==> src/rtl/envia_medida_pkg.sv <==
// Shared definitions for the envia_medida_serial block: FSM codes, ASCII
// constants, frame geometry and the digit-to-ASCII helper.
// Optional build macro: ENVIA_MEDIDA_CRLF_EN (appends CR LF to each frame).
package envia_medida_pkg;

    // FSM state codes, also shown on the debug display
    localparam logic [3:0] EST_IDLE      = 4'h0;
    localparam logic [3:0] EST_REGISTRA  = 4'h1;
    localparam logic [3:0] EST_TRANSMITE = 4'h2;
    localparam logic [3:0] EST_ESPERA    = 4'h3;
    localparam logic [3:0] EST_PROXIMO   = 4'h4;
    localparam logic [3:0] EST_FIM       = 4'hF;

    typedef enum logic [3:0] {
        IDLE      = EST_IDLE,
        REGISTRA  = EST_REGISTRA,
        TRANSMITE = EST_TRANSMITE,
        ESPERA    = EST_ESPERA,
        PROXIMO   = EST_PROXIMO,
        FIM       = EST_FIM
    } estado_t;

    // ASCII characters used in the frame
    localparam logic [7:0] ASCII_ZERO  = 8'h30;
    localparam logic [7:0] ASCII_HASH  = 8'h23;
    localparam logic [7:0] ASCII_QMARK = 8'h3F;
    localparam logic [7:0] ASCII_CR    = 8'h0D;
    localparam logic [7:0] ASCII_LF    = 8'h0A;

    // start + 8 data + 2 stop
    localparam int BITS_POR_QUADRO = 11;

`ifdef ENVIA_MEDIDA_CRLF_EN
    localparam logic [2:0] ULTIMO_INDICE = 3'd5;
`else
    localparam logic [2:0] ULTIMO_INDICE = 3'd3;
`endif

    // BCD nibble to ASCII digit; non-decimal nibbles become '?'
    function automatic logic [7:0] digito_ascii(input logic [3:0] nib);
        if (nib <= 4'd9) begin
            return ASCII_ZERO + {4'h0, nib};
        end else begin
            return ASCII_QMARK;
        end
    endfunction

endpackage

==> src/rtl/tx_serial_8n2.sv <==
// Bit-level asynchronous transmitter: 8 data bits, no parity, 2 stop bits,
// LSB first. partida loads a byte; pronto_tx is high on the final cycle of
// the second stop bit. The line is registered and idles high.
module tx_serial_8n2
    import envia_medida_pkg::*;
#(
    parameter int CLKS_PER_BIT = 434
) (
    input  logic       clock,
    input  logic       reset,
    input  logic       partida,
    input  logic [7:0] dados,
    output logic       saida_serial,
    output logic       pronto_tx
);

    localparam int CW = (CLKS_PER_BIT > 2) ? $clog2(CLKS_PER_BIT) : 1;
    localparam logic [CW-1:0] CNT_MAX    = CW'(CLKS_PER_BIT - 1);
    localparam logic [3:0]    BIT_ULTIMO = 4'(BITS_POR_QUADRO - 1);

    logic          ativo_r;
    logic [CW-1:0] cont_clk_r;
    logic [3:0]    cont_bit_r;
    logic [9:0]    desloc_r;
    logic          linha_r;
    logic          fim_periodo_s;

    assign fim_periodo_s = (cont_clk_r == CNT_MAX);
    assign pronto_tx     = ativo_r && fim_periodo_s && (cont_bit_r == BIT_ULTIMO);
    assign saida_serial  = linha_r;

    // Bit timing, bit counting and shifting of the outgoing frame
    always_ff @(posedge clock) begin
        if (!reset) begin
            ativo_r    <= 1'b0;
            cont_clk_r <= '0;
            cont_bit_r <= 4'd0;
            desloc_r   <= '1;
            linha_r    <= 1'b1;
        end else if (partida) begin
            // start bit goes out immediately; remaining bits wait in the shifter
            ativo_r    <= 1'b1;
            cont_clk_r <= '0;
            cont_bit_r <= 4'd0;
            desloc_r   <= {2'b11, dados};
            linha_r    <= 1'b0;
        end else if (ativo_r) begin
            if (fim_periodo_s) begin
                cont_clk_r <= '0;
                if (cont_bit_r == BIT_ULTIMO) begin
                    ativo_r <= 1'b0;
                    linha_r <= 1'b1;
                end else begin
                    cont_bit_r <= cont_bit_r + 4'd1;
                    linha_r    <= desloc_r[0];
                    desloc_r   <= {1'b1, desloc_r[9:1]};
                end
            end else begin
                cont_clk_r <= cont_clk_r + CW'(1);
            end
        end else begin
            linha_r <= 1'b1;
        end
    end

endmodule

==> src/rtl/envia_medida_serial.sv <==
// Sends a 3-digit BCD distance as the ASCII frame "ddd#" over an 8N2 serial
// line. Optional build macro ENVIA_MEDIDA_CRLF_EN appends CR LF to the frame.
module envia_medida_serial
    import envia_medida_pkg::*;
#(
    parameter int CLKS_PER_BIT = 434
) (
    input  logic        clock,
    input  logic        reset,
    input  logic        enviar,
    input  logic [11:0] medida,
    output logic        saida_serial,
    output logic        ocupado,
    output logic        pronto,
    output logic [3:0]  db_estado
);

    estado_t     estado_r, proximo_s;
    logic [11:0] medida_r;
    logic [2:0]  indice_r;
    logic [7:0]  caractere_s;
    logic        partida_s;
    logic        pronto_tx_s;
    logic        ocupado_r, pronto_r;
    logic [3:0]  db_estado_r;

    assign partida_s = (estado_r == TRANSMITE);
    assign ocupado   = ocupado_r;
    assign pronto    = pronto_r;
    assign db_estado = db_estado_r;

    tx_serial_8n2 #(
        .CLKS_PER_BIT(CLKS_PER_BIT)
    ) u_tx (
        .clock       (clock),
        .reset       (reset),
        .partida     (partida_s),
        .dados       (caractere_s),
        .saida_serial(saida_serial),
        .pronto_tx   (pronto_tx_s)
    );

    // State register and status outputs, registered from the next state
    always_ff @(posedge clock) begin
        if (!reset) begin
            estado_r    <= IDLE;
            ocupado_r   <= 1'b0;
            pronto_r    <= 1'b0;
            db_estado_r <= EST_IDLE;
        end else begin
            estado_r    <= proximo_s;
            ocupado_r   <= (proximo_s != IDLE);
            pronto_r    <= (proximo_s == FIM);
            db_estado_r <= proximo_s;
        end
    end

    // Next-state logic of the control FSM
    always_comb begin
        proximo_s = estado_r;
        case (estado_r)
            IDLE: begin
                if (enviar) proximo_s = REGISTRA;
                else        proximo_s = IDLE;
            end
            REGISTRA:  proximo_s = TRANSMITE;
            TRANSMITE: proximo_s = ESPERA;
            ESPERA: begin
                if (pronto_tx_s) proximo_s = PROXIMO;
                else             proximo_s = ESPERA;
            end
            PROXIMO: begin
                if (indice_r == ULTIMO_INDICE) proximo_s = FIM;
                else                           proximo_s = TRANSMITE;
            end
            FIM:     proximo_s = IDLE;
            default: proximo_s = IDLE;
        endcase
    end

    // Measurement capture and character index sequencing
    always_ff @(posedge clock) begin
        if (!reset) begin
            medida_r <= 12'h000;
            indice_r <= 3'd0;
        end else if ((estado_r == IDLE) && enviar) begin
            // frozen for the whole frame so later input changes cannot tear it
            medida_r <= medida;
        end else if (estado_r == REGISTRA) begin
            indice_r <= 3'd0;
        end else if ((estado_r == PROXIMO) && (indice_r != ULTIMO_INDICE)) begin
            indice_r <= indice_r + 3'd1;
        end else begin
            indice_r <= indice_r;
        end
    end

    // Character selected by the current index
    always_comb begin
        caractere_s = ASCII_HASH;
        case (indice_r)
            3'd0:    caractere_s = digito_ascii(medida_r[11:8]);
            3'd1:    caractere_s = digito_ascii(medida_r[7:4]);
            3'd2:    caractere_s = digito_ascii(medida_r[3:0]);
            3'd3:    caractere_s = ASCII_HASH;
`ifdef ENVIA_MEDIDA_CRLF_EN
            3'd4:    caractere_s = ASCII_CR;
            3'd5:    caractere_s = ASCII_LF;
`endif
            default: caractere_s = ASCII_HASH;
        endcase
    end

endmodule

==> config.mk <==
export PLATFORM = sky130hd
export DESIGN_NAME = envia_medida_serial
export DESIGN_NICKNAME = d
export VERILOG_FILES = /design/src/rtl/envia_medida_pkg.sv /design/src/rtl/tx_serial_8n2.sv /design/src/rtl/envia_medida_serial.sv
export SDC_FILE = /design/constraint.sdc
export NUM_CORES = 1
export LEC_CHECK = 0
export ABC_AREA = 1
export CELL_PAD_IN_SITES_DETAIL_PLACEMENT = 0
export CELL_PAD_IN_SITES_GLOBAL_PLACEMENT = 2
export CORE_MARGIN = 2
export CORE_UTILIZATION = 35
export DETAILED_ROUTE_END_ITERATION = 8
export MAX_ROUTING_LAYER = met4
export PLACE_DENSITY_LB_ADDON = 0.08
export SETUP_SLACK_MARGIN = 0.3
export SLEW_MARGIN = 10
export SYNTH_ARGS = -nofsm -noshare
export SYNTH_HDL_FRONTEND = slang
export SYNTH_SLANG_ARGS = --single-unit
==> constraint.sdc <==
create_clock -name clock -period 2.45 [get_ports clock]
set_input_delay 0.49 -clock clock [delete_from_list [all_inputs] [get_ports clock]]
set_output_delay 0.49 -clock clock [all_outputs]
set_load 0.005 [all_outputs]
== Yosys cells after proc, flatten, opt, wreduce, memory -nomap -nowiden ==
Index checks and enable logic that the tools add are counted.
Widths: inputs -> output; s select.

* $add $sub $neg: 6
* Order comparisons: 3
* Equal/unequal tests: 13
* Muxes and demuxes: 23
* Bitwise gates (word level): 3
* Reduce and logical (&&, ||, !) cells: 14

{| class="wikitable"
|+ Operator list
! kind !! count
|-
| $mux 8 || 4
|-
| $pmux 8 s3 || 1
|-
| $add 6x4->7 const A || 3
|-
| $mux 7 || 3
|-
| $pmux 4 s5 || 1
|-
| $le 4x4->1 const B || 3
|-
| $add 9x1->9 const B || 1
|-
| $eq 9x9->1 const B || 1
|-
| $mux 1 || 9
|-
| $mux 3 || 3
|-
| $mux 9 || 1
|-
| $eq 4x2->1 const B || 2
|-
| $eq 4x4->1 const B || 2
|-
| $eq 3x2->1 const B || 2
|-
| $reduce_and 3->1 || 2
|-
| $reduce_bool 2->1 || 3
|-
| $add 4x1->4 const B || 1
|-
| $eq 4x1->1 const B || 1
|-
| $eq 4x3->1 const B || 1
|-
| $logic_and 1x1->1 || 4
|-
| $logic_not 4->1 || 1
|-
| $mux 4 || 1
|-
| $reduce_bool 4->1 || 1
|-
| $add 3x1->3 const B || 1
|-
| 8 further kinds || 10
|}

* Bits in registers: 44
* Bits of input ports: 15
* Output and inout port bits: 7
* Logic and storage cells: 72

== Logic depth before layout (Yosys ltp) ==
Gate-level depths: netlist (run 1).

* Depth in word-level cells: 6
* Gate-level depth with buffers: 10
* Gate-level depth less buffers: 10

== By module ==
Synthesis (run 1) repeated with hierarchy kept, for this count alone.

* Cells, all modules: 329
* Area, all modules: 2364.8 µm²

{| class="wikitable"
|+ Modules (own cells, without submodules)
! module !! instances !! cells each !! area an instance (µm²) !! seq. area each (µm²)
|-
| tx_serial_8n2 || 1 || 169 || 1252.5 || 460.4
|-
| envia_medida_serial || 1 || 160 || 1112.3 || 420.4
|}

== Worst setup path before layout (run 1) ==
Ideal clock, no wire load.

* Path kind: register to register
* Start point: register u_tx.cont_clk_r[1]
* End point: register u_tx.desloc_r[5]
* Library setup time: 0.133 ns
* Arrival: 1.134 ns
* Required time: 2.317 ns
* Path slack: 1.183 ns
* Cell stages (with the launch flop): 10
* Buffers on the path: 0
* Clock period less this slack: 1.267 ns
* Cell sequence: dfxtp_1 -> inv_1 -> ha_1 -> nand2_2 -> nor2_8 -> nand2_2 -> nand2_2 -> nand3_4 -> nand2_1 -> nand3_1

* Longest elaborated chain between the ends: 3

{| class="wikitable"
|+ Ends and longest elaborated chain
! what !! line !! source
|-
| start: declaration || tx_serial_8n2.sv:22 || <nowiki>logic [CW-1:0] cont_clk_r;</nowiki>
|-
| start signal: assignment || tx_serial_8n2.sv:59 || <nowiki>cont_clk_r <= cont_clk_r + CW'(1);</nowiki>
|-
| $eq 9x9->1 || tx_serial_8n2.sv:28 || <nowiki>assign fim_periodo_s = (cont_clk_r == CNT_MAX);</nowiki>
|-
| $reduce_bool 2->1 (no source line) || -- ||
|-
| $reduce_and 3->1 (no source line) || -- ||
|-
| end signal: assignment || tx_serial_8n2.sv:45 || <nowiki>desloc_r <= {2'b11, dados};</nowiki>
|-
| end signal: assignment || tx_serial_8n2.sv:56 || <nowiki>desloc_r <= {1'b1, desloc_r[9:1]};</nowiki>
|-
| end: declaration || tx_serial_8n2.sv:24 || <nowiki>logic [9:0] desloc_r;</nowiki>
|}

Every way passes these cells.
A chain may end at the register's enable or synchronous reset.

== Final worst setup path (run 1) ==
* Start point: register db_estado_r[1] (netlist: db_estado[1])
* End point: output port db_estado[1]

{| class="wikitable"
|+ RTL lines
! what !! line !! source
|-
| start: declaration || envia_medida_serial.sv:25 || <nowiki>logic [3:0] db_estado_r;</nowiki>
|-
| start signal: assignment || envia_medida_serial.sv:54 || <nowiki>db_estado_r <= proximo_s;</nowiki>
|-
| end: declaration || envia_medida_serial.sv:15 || <nowiki>output logic [3:0] db_estado</nowiki>
|}

No word-level cell between the ends.

==> metrics.csv, run 1 <==
stage;metric;value;unit
yosys;xor and xnor area share after synthesis;0.01118;
die;io pins;22;
routing;drt via density;4.504;
timing;Hold Worst Slack;0.4599;ns
cells_and_area;P&R area growth vs syn;15.23;%
worst_setup_path;maximum fanout along the worst path;5;
cells_and_area;final core utilization;0.4216;
worst_setup_path;Reg-to-Reg Start;u_tx.cont_bit_r[0]$_SDFFE_PP0P_;
cells_and_area;commonest cells after routing, fill and taps aside;70 x nand2_1, 44 x dfxtp_1, 38 x inv_1, 28 x nor2_1, 27 x a21oi_1;
cells_and_area;most common cell after layout, fill and taps aside;nand2_1;
clocking;postcts setup bufs;0;
worst_setup_path;WS Path Type;flip-flop to output pin;
yosys;Distinct cells, synth;35;
timing;setup TNS;0;ns
yosys;FF+latch count, synth;44;
worst_setup_path;CP Data Required Time;1.96;ns
yosys;instance count of the mapped netlist;313;
yosys;Avg Inst Size Synth;7.507;µm²
yosys;Synth Area in Compound Gates;0.1299;
hold_path;Worst Hold Depth;2;
clocking;worst skew pair latency;0.29;ns
clocking;maximum root-to-sink buffer count;2;
power_and_ir_drop;worst vdd ir;0.3168;mV
placed_design;Setup WS pre-CTS;0.5733;ns
die;core region area;6422;µm²
timing;final setup margin;0.6344;ns
worst_setup_path;worst-path cell chain;clkdlybuf4s50_1;
worst_setup_path;R2R depth;9;
yosys;post-synthesis simple-gate area fraction;0.3488;
yosys;Post-Synth Adder-Cell Area;0.04792;
global_route;largest net degree at the start of global routing;26;
outcome;outcome;complete, no violations;
yosys;Synth top area share;0.3749;
placed_design;PortBufs;21;
worst_setup_path;Top delay family on crit path;buffers and inverters;
cells_and_area;share of cells above drive strength 1;0.1280;
yosys;largest family of logic cells by synthesized area;simple AND/OR/NAND/NOR gates;
yosys;cell taking the most area after synthesis;dfxtp_1;
routing;DRC violations left;0;
worst_setup_path;reg2reg end;ocupado$_SDFF_PN0_;
hold_path;Worst Hold Path EP;medida_r[4]$_SDFFE_PN0P_;
timing;clock skew;0.006622;ns
die;DIE WIDTH;85.94;µm
worst_setup_path;Levels on crit path;1;
timing;fmax;0.5508;GHz
cells_and_area;antenna cells;0;
global_route;global route overflow;0;
worst_setup_path;CP endpoint kind;output pin;
die;Die Area;7385;µm²
clocking;Clk pin slew, worst setup/hold paths;0.08;ns
yosys;sequential share of the synthesized area;0.3749;
worst_setup_path;Critical Path Start Type;flip-flop;
global_route;initial antenna violation count;0;
job;max cap viols;0;
routing;residual antenna-violating net count after detailed routing;0;
yosys;mapped cell area;2350;µm²
yosys;syn_nets;337;
hold_path;HP Start;medida_r[4]$_SDFFE_PN0P_;
cells_and_area;Non-Filler Instances;413;
clocking;CTS tree;yes;
worst_setup_path;Setup crit start;db_estado[1]$_SDFF_PN0_;
cells_and_area;nets;360;
cells_and_area;post-route cell area;2708;µm²
worst_setup_path;slowest library cell on the worst path;clkdlybuf4s50_1;
power_and_ir_drop;power per cell area;615.7;nW/µm²
placed_design;DP Cell Count;406;
placed_design;DP Area;2630;µm²
clocking;post-cts resize count;0;
worst_setup_path;Worst EP arrival;1.33;ns
die;FP Rows;29;
timing;Slew headroom;0.6946;
timing;RSZ-0062 raised after global routing;false;
yosys;mux contribution to synthesized area;0;
routing;final WL;4750;µm
timing;Final Max Tran Viols;0;
timing;Final Hold Vio Count;0;
placed_design;Post-DP HPWL;3540;µm
routing;vias;1860;
clocking;cts hold-fix bufs;0;
power_and_ir_drop;total power;1.667;mW
yosys;Synth area leaders;dfxtp_1 37%, nand2_1 11%, inv_1 6.1%;
timing;fin crit period;1.816;ns
yosys;YS warnings;0;
timing;Worst-Margin Slew;0.4575;ns
hold_path;Hold Path Class;flip-flop to flip-flop;
power_and_ir_drop;leakage;1.217;nW
routing;total iterations of the first detailed-routing run;4;
clocking;H-tree depth;2;
global_route;first-pass GRT wire length;8231;µm
routing;WL per Instance;11.50;µm
placed_design;routability cong.;0.7204;
timing;period utilization;0.7411;
global_route;number of global-route vias before repair;1789;
worst_setup_path;max incr delay on CP;0.56;ns
die;initial cell density of the core;0.3659;
worst_setup_path;crit path buf inv count;1;
timing;final setup vio count;0;
clocking;TritonCTS Sinks;44;
global_route;GR Util All Layers;0.1439;
die;Die Height;85.94;µm
clocking;CTS buffer count;5;
routing;DRT iter0 DRCs;97;
worst_setup_path;flop2flop setup slack;0.95;ns
clocking;clock root buffer;clkbuf_8;
-- cells by family after synthesis --
logic type / after synthesis
buf+inv: 51
xor+xnor: 3
compound gates: 57
fa+ha+maj: 9
flops: 44
simple gates: 149
-- sequential cells by signal (all words and copies together) (netlist names) --
| name | flops |
|---|---|
| medida_r | 12 |
| u_tx.cont_clk_r | 9 |
| u_tx.desloc_r | 8 |
| db_estado | 4 |
| u_tx.cont_bit_r | 4 |
| indice_r | 3 |
| ocupado | 1 |
| pronto | 1 |
| u_tx.ativo_r | 1 |
| u_tx.saida_serial | 1 |
-- area by class of cell --
| type | instances | area [µm²] |
|---|---|---|
| clock buffer | 6 | 72.57 |
| fill | 690 | 3715 |
| clock inverter | 1 | 5.005 |
| sequential | 44 | 880.8 |
| inverter | 45 | 171.4 |
| timing repair buffer | 22 | 217.7 |
| tap | 77 | 96.34 |
| multi-input combinational | 218 | 1264 |
-- per-layer routing --
metal  global-route usage  vias to the layer above  wire length, µm
met2               0.2121                       16             2042
met3              0.02887                        4              106
li1                     -                     1038                -
met4              0.03896                        0               44
met5                    -                        -                0
met1               0.1996                      802             2557
-- synth_stat cells --
cell type and n:
o21ai_0 21, o21ai_1 2, nand3_1 18, nand3_4 3, nand2_2 7, ha_1 9, buf_1 1, o21bai_1 1
nand2_4 2, inv_1 38, nor2_8 4, inv_2 6, nor3_1 3, nand4_1 1, a21oi_1 27, xor2_1 2
a21oi_2 1, inv_4 1, nor2_2 1, buf_2 3, a21o_1 2, nor2_1 28, nor2_4 4, nand4_4 1
nand3b_1 1, clkbuf_1 1, nor3_4 1, nor3b_1 2, dfxtp_1 44, o21ai_2 2, nand3_2 3, a31oi_1 1
buf_6 1, nand2_1 70, xnor2_1 1
-- worst max path at each step --
| stage | to | slack, ns |
|---|---|---|
| 2_1_floorplan | u_tx.desloc_r[5]$_SDFFE_PN1P_ | 1.18 |
| 3_3_place_gp | medida_r[9]$_SDFFE_PN0P_ | 0.64 |
| 3_5_place_dp | medida_r[0]$_SDFFE_PN0P_ | 0.57 |
| 4_1_cts | db_estado[1] | 0.61 |
| 5_1_grt | db_estado[1] | 0.56 |
| 6_report | db_estado[1] | 0.63 |
-- report_power, final --
part / switching (mW) / internal, mW / leakage [nW]
combinational: 0.230 / 0.155 / 0.817
sequential: 0.0595 / 0.783 / 0.360
clock: 0.244 / 0.194 / 0.0410
total: 0.534 / 1.13 / 1.22
Note: power is estimated with default switching activity, not from simulation.
==> inputs of run 2 (changes only) <==
--- a/config.mk
+++ b/config.mk
@@ -9,7 +9,7 @@
 export CELL_PAD_IN_SITES_DETAIL_PLACEMENT = 0
 export CELL_PAD_IN_SITES_GLOBAL_PLACEMENT = 2
 export CORE_MARGIN = 2
-export CORE_UTILIZATION = 35
+export CORE_UTILIZATION = 33
 export DETAILED_ROUTE_END_ITERATION = 8
 export MAX_ROUTING_LAYER = met4
 export PLACE_DENSITY_LB_ADDON = 0.08
==> constraint.sdc (replaced) <==
create_clock -name clock -period 1.85 [get_ports clock]
set_input_delay 0.37 -clock clock [delete_from_list [all_inputs] [get_ports clock]]
set_output_delay 0.37 -clock clock [all_outputs]
set_load 0.005 [all_outputs]
==> run 2 against run 1 <==
  * Clock skew is 0.0013 ns lower
  * Critical path depth stayed put
  * Sequential power is 32% higher
  * Die area is 5.8% higher
  * Count of clock-buffer cells in the layout is 2 higher
  * Routed wire length is 5.3% higher
  * Largest power group unchanged
  * Worst hold slack hardly changed
  * Combinational power is 49% higher
  * Register-to-register slack worse by 0.55 ns
==> metrics.csv, run 2 (synthesized netlist as in run 1, its figures left out) <==
stage;metric;value;unit;change
hold_path;HP Start;medida_r[4]$_SDFFE_PN0P_;;
worst_setup_path;Top delay family on crit path;buffers and inverters;;
placed_design;DP Area;2669;µm²;+1.5%
hold_path;Hold Path Class;flip-flop to flip-flop;;
clocking;H-tree depth;2;;unchanged
die;FP Rows;30;;+3.4%
cells_and_area;share of cells above drive strength 1;0.1686;;+0.04063
timing;Slew headroom;0.8207;;+0.1261
cells_and_area;biggest regs;medida_r (12), u_tx.cont_clk_r (9), u_tx.desloc_r (8);;
placed_design;DP Cell Count;427;;+5.2%
routing;drt via density;4.423;;-1.8%
timing;Final Hold Vio Count;0;;unchanged
power_and_ir_drop;total power;2.316;mW;+39%
timing;final setup vio count;0;;unchanged
clocking;clock root buffer;clkbuf_8;;
routing;vias;1946;;+4.6%
cells_and_area;commonest cells after routing, fill and taps aside;70 x nand2_1, 38 x dfxtp_1, 37 x inv_1, 27 x nor2_1, 27 x a21oi_1;;
timing;clock skew;0.005316;ns;-0.001306 ns
die;initial cell density of the core;0.3440;;-0.02191
die;io pins;22;;unchanged
power_and_ir_drop;sequential share of power;0.478;;-0.028
placed_design;PortBufs;21;;unchanged
routing;WL per Instance;11.37;µm;-1.1%
worst_setup_path;WS Path Type;flip-flop to output pin;;
timing;Worst-Margin Slew;0.2690;ns;-0.1885 ns
timing;setup TNS;0;ns;unchanged
worst_setup_path;slowest library cell on the worst path;clkdlybuf4s50_1;;
routing;DRC violations left;0;;unchanged
routing;total iterations of the first detailed-routing run;4;;unchanged
global_route;first-pass GRT wire length;8493;µm;+3.2%
job;max cap viols;0;;unchanged
die;DIE WIDTH;88.38;µm;+2.8%
clocking;Clk pin slew, worst setup/hold paths;0.08;ns;about the same
timing;fmax;0.6645;GHz;
cells_and_area;post-route cell area;2821;µm²;+4.2%
worst_setup_path;flop2flop setup slack;0.40;ns;-0.55 ns
power_and_ir_drop;NetSw;730.3;µW;+37%
cells_and_area;nets;367;;+1.9%
worst_setup_path;max incr delay on CP;0.49;ns;-0.07 ns
placed_design;routability cong.;0.7656;;+6.3%
worst_setup_path;Setup crit start;db_estado[0]$_SDFF_PN0_;;
power_and_ir_drop;Clk pwr share;0.274;;+0.011
worst_setup_path;maximum fanout along the worst path;2;;-3
global_route;global route overflow;0;;unchanged
global_route;number of global-route vias before repair;1861;;+4.0%
die;Die Height;88.38;µm;+2.8%
clocking;cts hold-fix bufs;0;;unchanged
power_and_ir_drop;power per cell area;821.0;nW/µm²;+33%
routing;final WL;5003;µm;+5.3%
worst_setup_path;CP endpoint kind;output pin;;
clocking;CTS buffer count;5;;unchanged
worst_setup_path;Critical Path Start Type;flip-flop;;
timing;Final Max Tran Viols;0;;unchanged
cells_and_area;max FFs per register;12;;unchanged
worst_setup_path;crit path buf inv count;1;;unchanged
cells_and_area;most common cell after layout, fill and taps aside;nand2_1;;
global_route;largest net degree at the start of global routing;24;;-7.7%
power_and_ir_drop;worst vdd ir;0.3086;mV;-2.6%
routing;residual antenna-violating net count after detailed routing;0;;unchanged
power_and_ir_drop;internal power;1.586;mW;+40%
clocking;TritonCTS Sinks;44;;unchanged
clocking;worst skew pair latency;0.30;ns;about the same
cells_and_area;Top reg by flops;medida_r;;
power_and_ir_drop;leakage;1.267;nW;+4.1%
timing;RSZ-0062 raised after global routing;true;;
timing;period utilization;0.8134;;
global_route;initial antenna violation count;0;;unchanged
timing;final setup margin;0.3452;ns;-0.2892 ns
die;Die Area;7811;µm²;+5.8%
power_and_ir_drop;Sw Share;0.3153;;-0.005260
routing;DRT iter0 DRCs;43;;-56%
cells_and_area;Non-Filler Instances;440;;+6.5%
cells_and_area;antenna cells;0;;unchanged
placed_design;Setup WS pre-CTS;0.1429;ns;-0.4304 ns
placed_design;Post-DP HPWL;3696;µm;+4.4%
global_route;GR Util All Layers;0.1443;;+0.0004218
clocking;CTS tree;yes;;
cells_and_area;P&R area growth vs syn;20.07;%;
clocking;maximum root-to-sink buffer count;2;;unchanged
power_and_ir_drop;combinational cell fraction of total power;0.248;;+0.017
outcome;outcome;complete, no violations;;
timing;Hold Worst Slack;0.4596;ns;-0.0003230 ns
timing;fin crit period;1.505;ns;
worst_setup_path;Worst EP arrival;1.13;ns;-0.20 ns
die;core region area;6832;µm²;+6.4%
cells_and_area;final core utilization;0.4130;;-0.008582
worst_setup_path;Reg-to-Reg Start;u_tx.cont_bit_r[0]$_SDFFE_PP0P_;;
worst_setup_path;worst-path cell chain;clkdlybuf4s50_1;;
worst_setup_path;CP Data Required Time;1.48;ns;-0.48 ns
-- run 2: power groups by stage --
stage | Combinational, mW | Clock, mW | Sequential, mW
5_1_grt | 0.654 | 0.696 | 1.12
3_3_place_gp | 0.531 | 0 | 1.14
6_report | 0.575 | 0.634 | 1.11
4_1_cts | 0.560 | 0.668 | 1.11
2_1_floorplan | 0.396 | 0 | 1.11
3_5_place_dp | 0.533 | 0 | 1.14
-- run 2: routing by layer --
metal  GRT usage  vias up  share of wire
met5           -        -              0
li1            -     1061              -
met3     0.02799        7          0.023
met2      0.2317       20           0.45
met1      0.1848      858           0.52
met4     0.04132        0          0.010
-- run 2: final cells by class --
type / instances / area, µm²
fillers: 758 / 4010
clock buffers: 8 / 90.09
repair buffers: 29 / 267.8
flip-flops and latches: 44 / 895.9
multi-input cells: 218 / 1274
well taps: 96 / 120.1
inverters: 45 / 173.9
-- run 2: worst paths after layout --
| kind | cells past startpoint | to |
|---|---|---|
| hold / removal | 2 | medida_r[4]$_SDFFE_PN0P_ |
| setup reg to reg | 9 | ocupado$_SDFF_PN0_ |
| hold reg to reg | 2 | medida_r[4]$_SDFFE_PN0P_ |
| setup / recovery | 1 | db_estado[0] |
-- run 2: what timing repair did --
action / in CTS / in global routing
setup endpoints to repair: 4 / 19
gates resized for setup: 9 / 6
setup buffers: 2 / 3
==> inputs of run 3 (changes only) <==
--- a/config.mk
+++ b/config.mk
@@ -9,7 +9,7 @@
 export CELL_PAD_IN_SITES_DETAIL_PLACEMENT = 0
 export CELL_PAD_IN_SITES_GLOBAL_PLACEMENT = 2
 export CORE_MARGIN = 2
-export CORE_UTILIZATION = 33
+export CORE_UTILIZATION = 30
 export DETAILED_ROUTE_END_ITERATION = 8
 export MAX_ROUTING_LAYER = met4
 export PLACE_DENSITY_LB_ADDON = 0.08
==> constraint.sdc (replaced) <==
create_clock -name clock -period 1.2 [get_ports clock]
set_input_delay 0.24 -clock clock [delete_from_list [all_inputs] [get_ports clock]]
set_output_delay 0.24 -clock clock [all_outputs]
set_load 0.005 [all_outputs]
==> run 3 against run 2 <==
  * Count of clock-buffer cells in the layout is 1 lower
  * Clock skew grew 0.0042 ns
  * Worst hold slack got worse by 0.0072 ns
  * Sequential cell count is the same
  * Final cell count up 12%
  * Critical path depth grew 5
  * Sequential share of layout area down 6.6 points
  * Combinational power is 130% higher
  * Via count increased by 9.2%
  * Total power is 87% higher
  * Clock power is 100% higher
  * Utilization grew 5.9 points
  * Critical path type is now flip-flop to flip-flop
  * The run now ends with setup timing left
==> metrics.csv, run 3 (synthesized netlist as in run 1, its figures left out) <==
stage;metric;value;unit;change
worst_setup_path;CP endpoint kind;flip-flop;;
routing;WL per Instance;11.72;µm;+3.0%
timing;fmax;0.7407;GHz;
power_and_ir_drop;combinational cell fraction of total power;0.307;;+0.059
clocking;worst skew pair latency;0.31;ns;about the same
routing;DRT iter0 DRCs;36;;-16%
worst_setup_path;Top delay family on crit path;simple AND/OR/NAND/NOR gates;;
timing;final setup margin;-0.1502;ns;-0.4954 ns
global_route;number of global-route vias before repair;2153;;+16%
die;core region area;7647;µm²;+12%
outcome;outcome;finished with violations;;
worst_setup_path;CP Data Required Time;1.44;ns;-0.04 ns
timing;Final Hold Vio Count;0;;unchanged
placed_design;DP Cell Count;463;;+8.4%
cells_and_area;nets;412;;+12%
global_route;initial antenna violation count;0;;unchanged
die;DIE WIDTH;92.50;µm;+4.7%
clocking;maximum root-to-sink buffer count;2;;unchanged
cells_and_area;post-route cell area;3608;µm²;+28%
global_route;first-pass GRT wire length;10030;µm;+18%
timing;Worst-Margin Slew;0.2629;ns;-0.006133 ns
timing;RSZ-0062 raised after global routing;true;;
worst_setup_path;WS Path Type;flip-flop to flip-flop;;
job;max cap viols;0;;unchanged
outcome;failing checks;setup timing;;
power_and_ir_drop;worst vdd ir;0.5210;mV;+69%
timing;Final Max Tran Viols;0;;unchanged
die;initial cell density of the core;0.3073;;-0.03669
worst_setup_path;worst-path cell chain;buf_6 > nor2_4 > nand3_4 > o21ai_4 > nand3_2 > a21oi_2;;
cells_and_area;commonest cells after routing, fill and taps aside;53 x nand2_1, 33 x buf_4, 32 x inv_1, 32 x dfxtp_1, 22 x nor2_1;;
routing;residual antenna-violating net count after detailed routing;0;;unchanged
hold_path;Worst Hold Depth;2;;unchanged
worst_setup_path;Worst EP arrival;1.59;ns;+0.46 ns
timing;Slew headroom;0.8245;;+0.003849
placed_design;Post-DP HPWL;4208;µm;+14%
die;FP Rows;32;;+6.7%
worst_setup_path;R2R depth;6;;-3
cells_and_area;most common cell after layout, fill and taps aside;nand2_1;;
global_route;largest net degree at the start of global routing;25;;+4.2%
cells_and_area;Top reg by flops;medida_r;;
power_and_ir_drop;Clk pwr share;0.297;;+0.023
routing;drt via density;4.328;;-2.1%
worst_setup_path;max incr delay on CP;0.36;ns;-0.13 ns
power_and_ir_drop;leakage;1.619;nW;+28%
cells_and_area;biggest regs;medida_r (12), u_tx.cont_clk_r (9), u_tx.desloc_r (8);;
clocking;H-tree depth;2;;unchanged
die;io pins;22;;unchanged
die;Die Area;8556;µm²;+9.5%
routing;total iterations of the first detailed-routing run;4;;unchanged
timing;final setup vio count;42;;+42
placed_design;PortBufs;21;;unchanged
cells_and_area;share of cells above drive strength 1;0.4627;;+0.2941
cells_and_area;Layout fillers;791;;+4.4%
routing;vias;2125;;+9.2%
worst_setup_path;Critical Path Start Type;flip-flop;;
clocking;TritonCTS Sinks;44;;unchanged
die;Die Height;92.50;µm;+4.7%
placed_design;routability cong.;0.7343;;-4.1%
timing;clock skew;0.009514;ns;+0.004198 ns
placed_design;DP Area;3047;µm²;+14%
power_and_ir_drop;internal power;2.971;mW;+87%
worst_setup_path;crit path buf inv count;1;;unchanged
worst_setup_path;slowest library cell on the worst path;dfxtp_4;;
global_route;global route overflow;0;;unchanged
worst_setup_path;reg2reg end;indice_r[1]$_SDFFE_PN0P_;;
clocking;clock root buffer;clkbuf_8;;
power_and_ir_drop;power per cell area;1198;nW/µm²;+46%
hold_path;Worst Hold Path EP;medida_r[0]$_SDFFE_PN0P_;;
clocking;Clk pin slew, worst setup/hold paths;0.09;ns;about the same
worst_setup_path;maximum fanout along the worst path;5;;+3
cells_and_area;antenna cells;0;;unchanged
worst_setup_path;Levels on crit path;6;;+5
routing;DRC violations left;0;;unchanged
timing;fin crit period;1.350;ns;
power_and_ir_drop;sequential share of power;0.396;;-0.082
hold_path;HP Start;medida_r[0]$_SDFFE_PN0P_;;
power_and_ir_drop;Sw Share;0.3128;;-0.002464
global_route;GR Util All Layers;0.1529;;+0.008604
hold_path;Hold Path Class;flip-flop to flip-flop;;
cells_and_area;P&R area growth vs syn;53.57;%;
timing;period utilization;1.125;;
power_and_ir_drop;NetSw;1.352;mW;+85%
clocking;CTS buffer count;5;;unchanged
worst_setup_path;flop2flop setup slack;-0.15;ns;-0.55 ns
routing;final WL;5753;µm;+15%
cells_and_area;Non-Filler Instances;491;;+12%
clocking;CTS tree;yes;;
cells_and_area;max FFs per register;12;;unchanged
worst_setup_path;Reg-to-Reg Start;db_estado[1]$_SDFF_PN0_;;
==> run 3: worst max path at each step <==
| stage | start | end | slack [ns] |
|---|---|---|---|
| after floorplan | u_tx.cont_bit_r[0]$_SDFFE_PP0P_ | ocupado$_SDFF_PN0_ | -0.02 |
| after CTS | u_tx.cont_clk_r[1]$_SDFFE_PP0P_ | u_tx.desloc_r[0]$_SDFFE_PN1P_ | -0.14 |
| after detailed placement | reset | u_tx.cont_clk_r[5]$_SDFFE_PP0P_ | -0.21 |
| after global routing | u_tx.cont_bit_r[0]$_SDFFE_PP0P_ | ocupado$_SDFF_PN0_ | -0.25 |
| final | db_estado[1]$_SDFF_PN0_ | indice_r[1]$_SDFFE_PN0P_ | -0.15 |
| after global placement | enviar | medida_r[11]$_SDFFE_PN0P_ | -0.19 |
==> run 3: cell type report <==
class                           instances  area, µm²  share of cell area
Clock buffer                            7      96.34             0.02670
Clock inverter                          1      30.03            0.008322
Inverter                               45      186.4             0.05166
Multi-Input combinational cell        218       1560              0.4324
Sequential cell                        44      908.4              0.2517
Tap cell                              102      127.6             0.03537
Timing Repair Buffer                   74      699.4              0.1938
==> run 3: power groups by stage <==
stage	Clock [mW]	Sequential, mW	Combinational, mW
final	1.28	1.71	1.33
after global routing	1.40	1.74	1.49
after detailed placement	0	1.75	1.05
after floorplan	0	1.73	0.667
after global placement	0	1.75	1.04
after CTS	1.33	1.70	1.21
==> run 3: through the flow <==
stage | TNS (ns) | utilization | worst slack (ns) | power (mW) | hold WS, ns
finish | -3.711 | 0.4719 | -0.1502 | 4.323 | 0.4524
global route | -7.482 | 0.4719 | -0.2503 | 4.630 | 0.4966
CTS | -3.536 | 0.4437 | -0.1423 | 4.239 | 0.4571
detailed placement | -5.022 | 0.3984 | -0.2082 | 2.798 | 0.4424
global placement | -4.429 | 0.3984 | -0.1895 | 2.794 | 0.4372
floorplan | -0.04138 | - | -0.02171 | 2.398 | 0.3784
==> run 3: timing repair <==
item,CTS,global route
buffers inserted,11,9
endpoints found under the setup margin,51,51
pin swaps,26,22
gates resized for setup,84,46
hold buffers,0,0
==> run 3: per-layer routing <==
layer | vias to the layer above | GRT usage | wire length [µm]
met4 | 0 | 0.05597 | 96
li1 | 1145 | - | -
met3 | 8 | 0.03173 | 147
met2 | 17 | 0.2536 | 2780
met5 | - | - | 0
met1 | 955 | 0.1836 | 2728
==> run 3: tightest hold or removal path: cells and delay by family, from the launching register on <==
family / cells / cell delay [ns]
flip-flops: 1 / 0.30
AO/OA/AOI/OAI: 1 / 0.05
buffers and inverters: 1 / 0.06
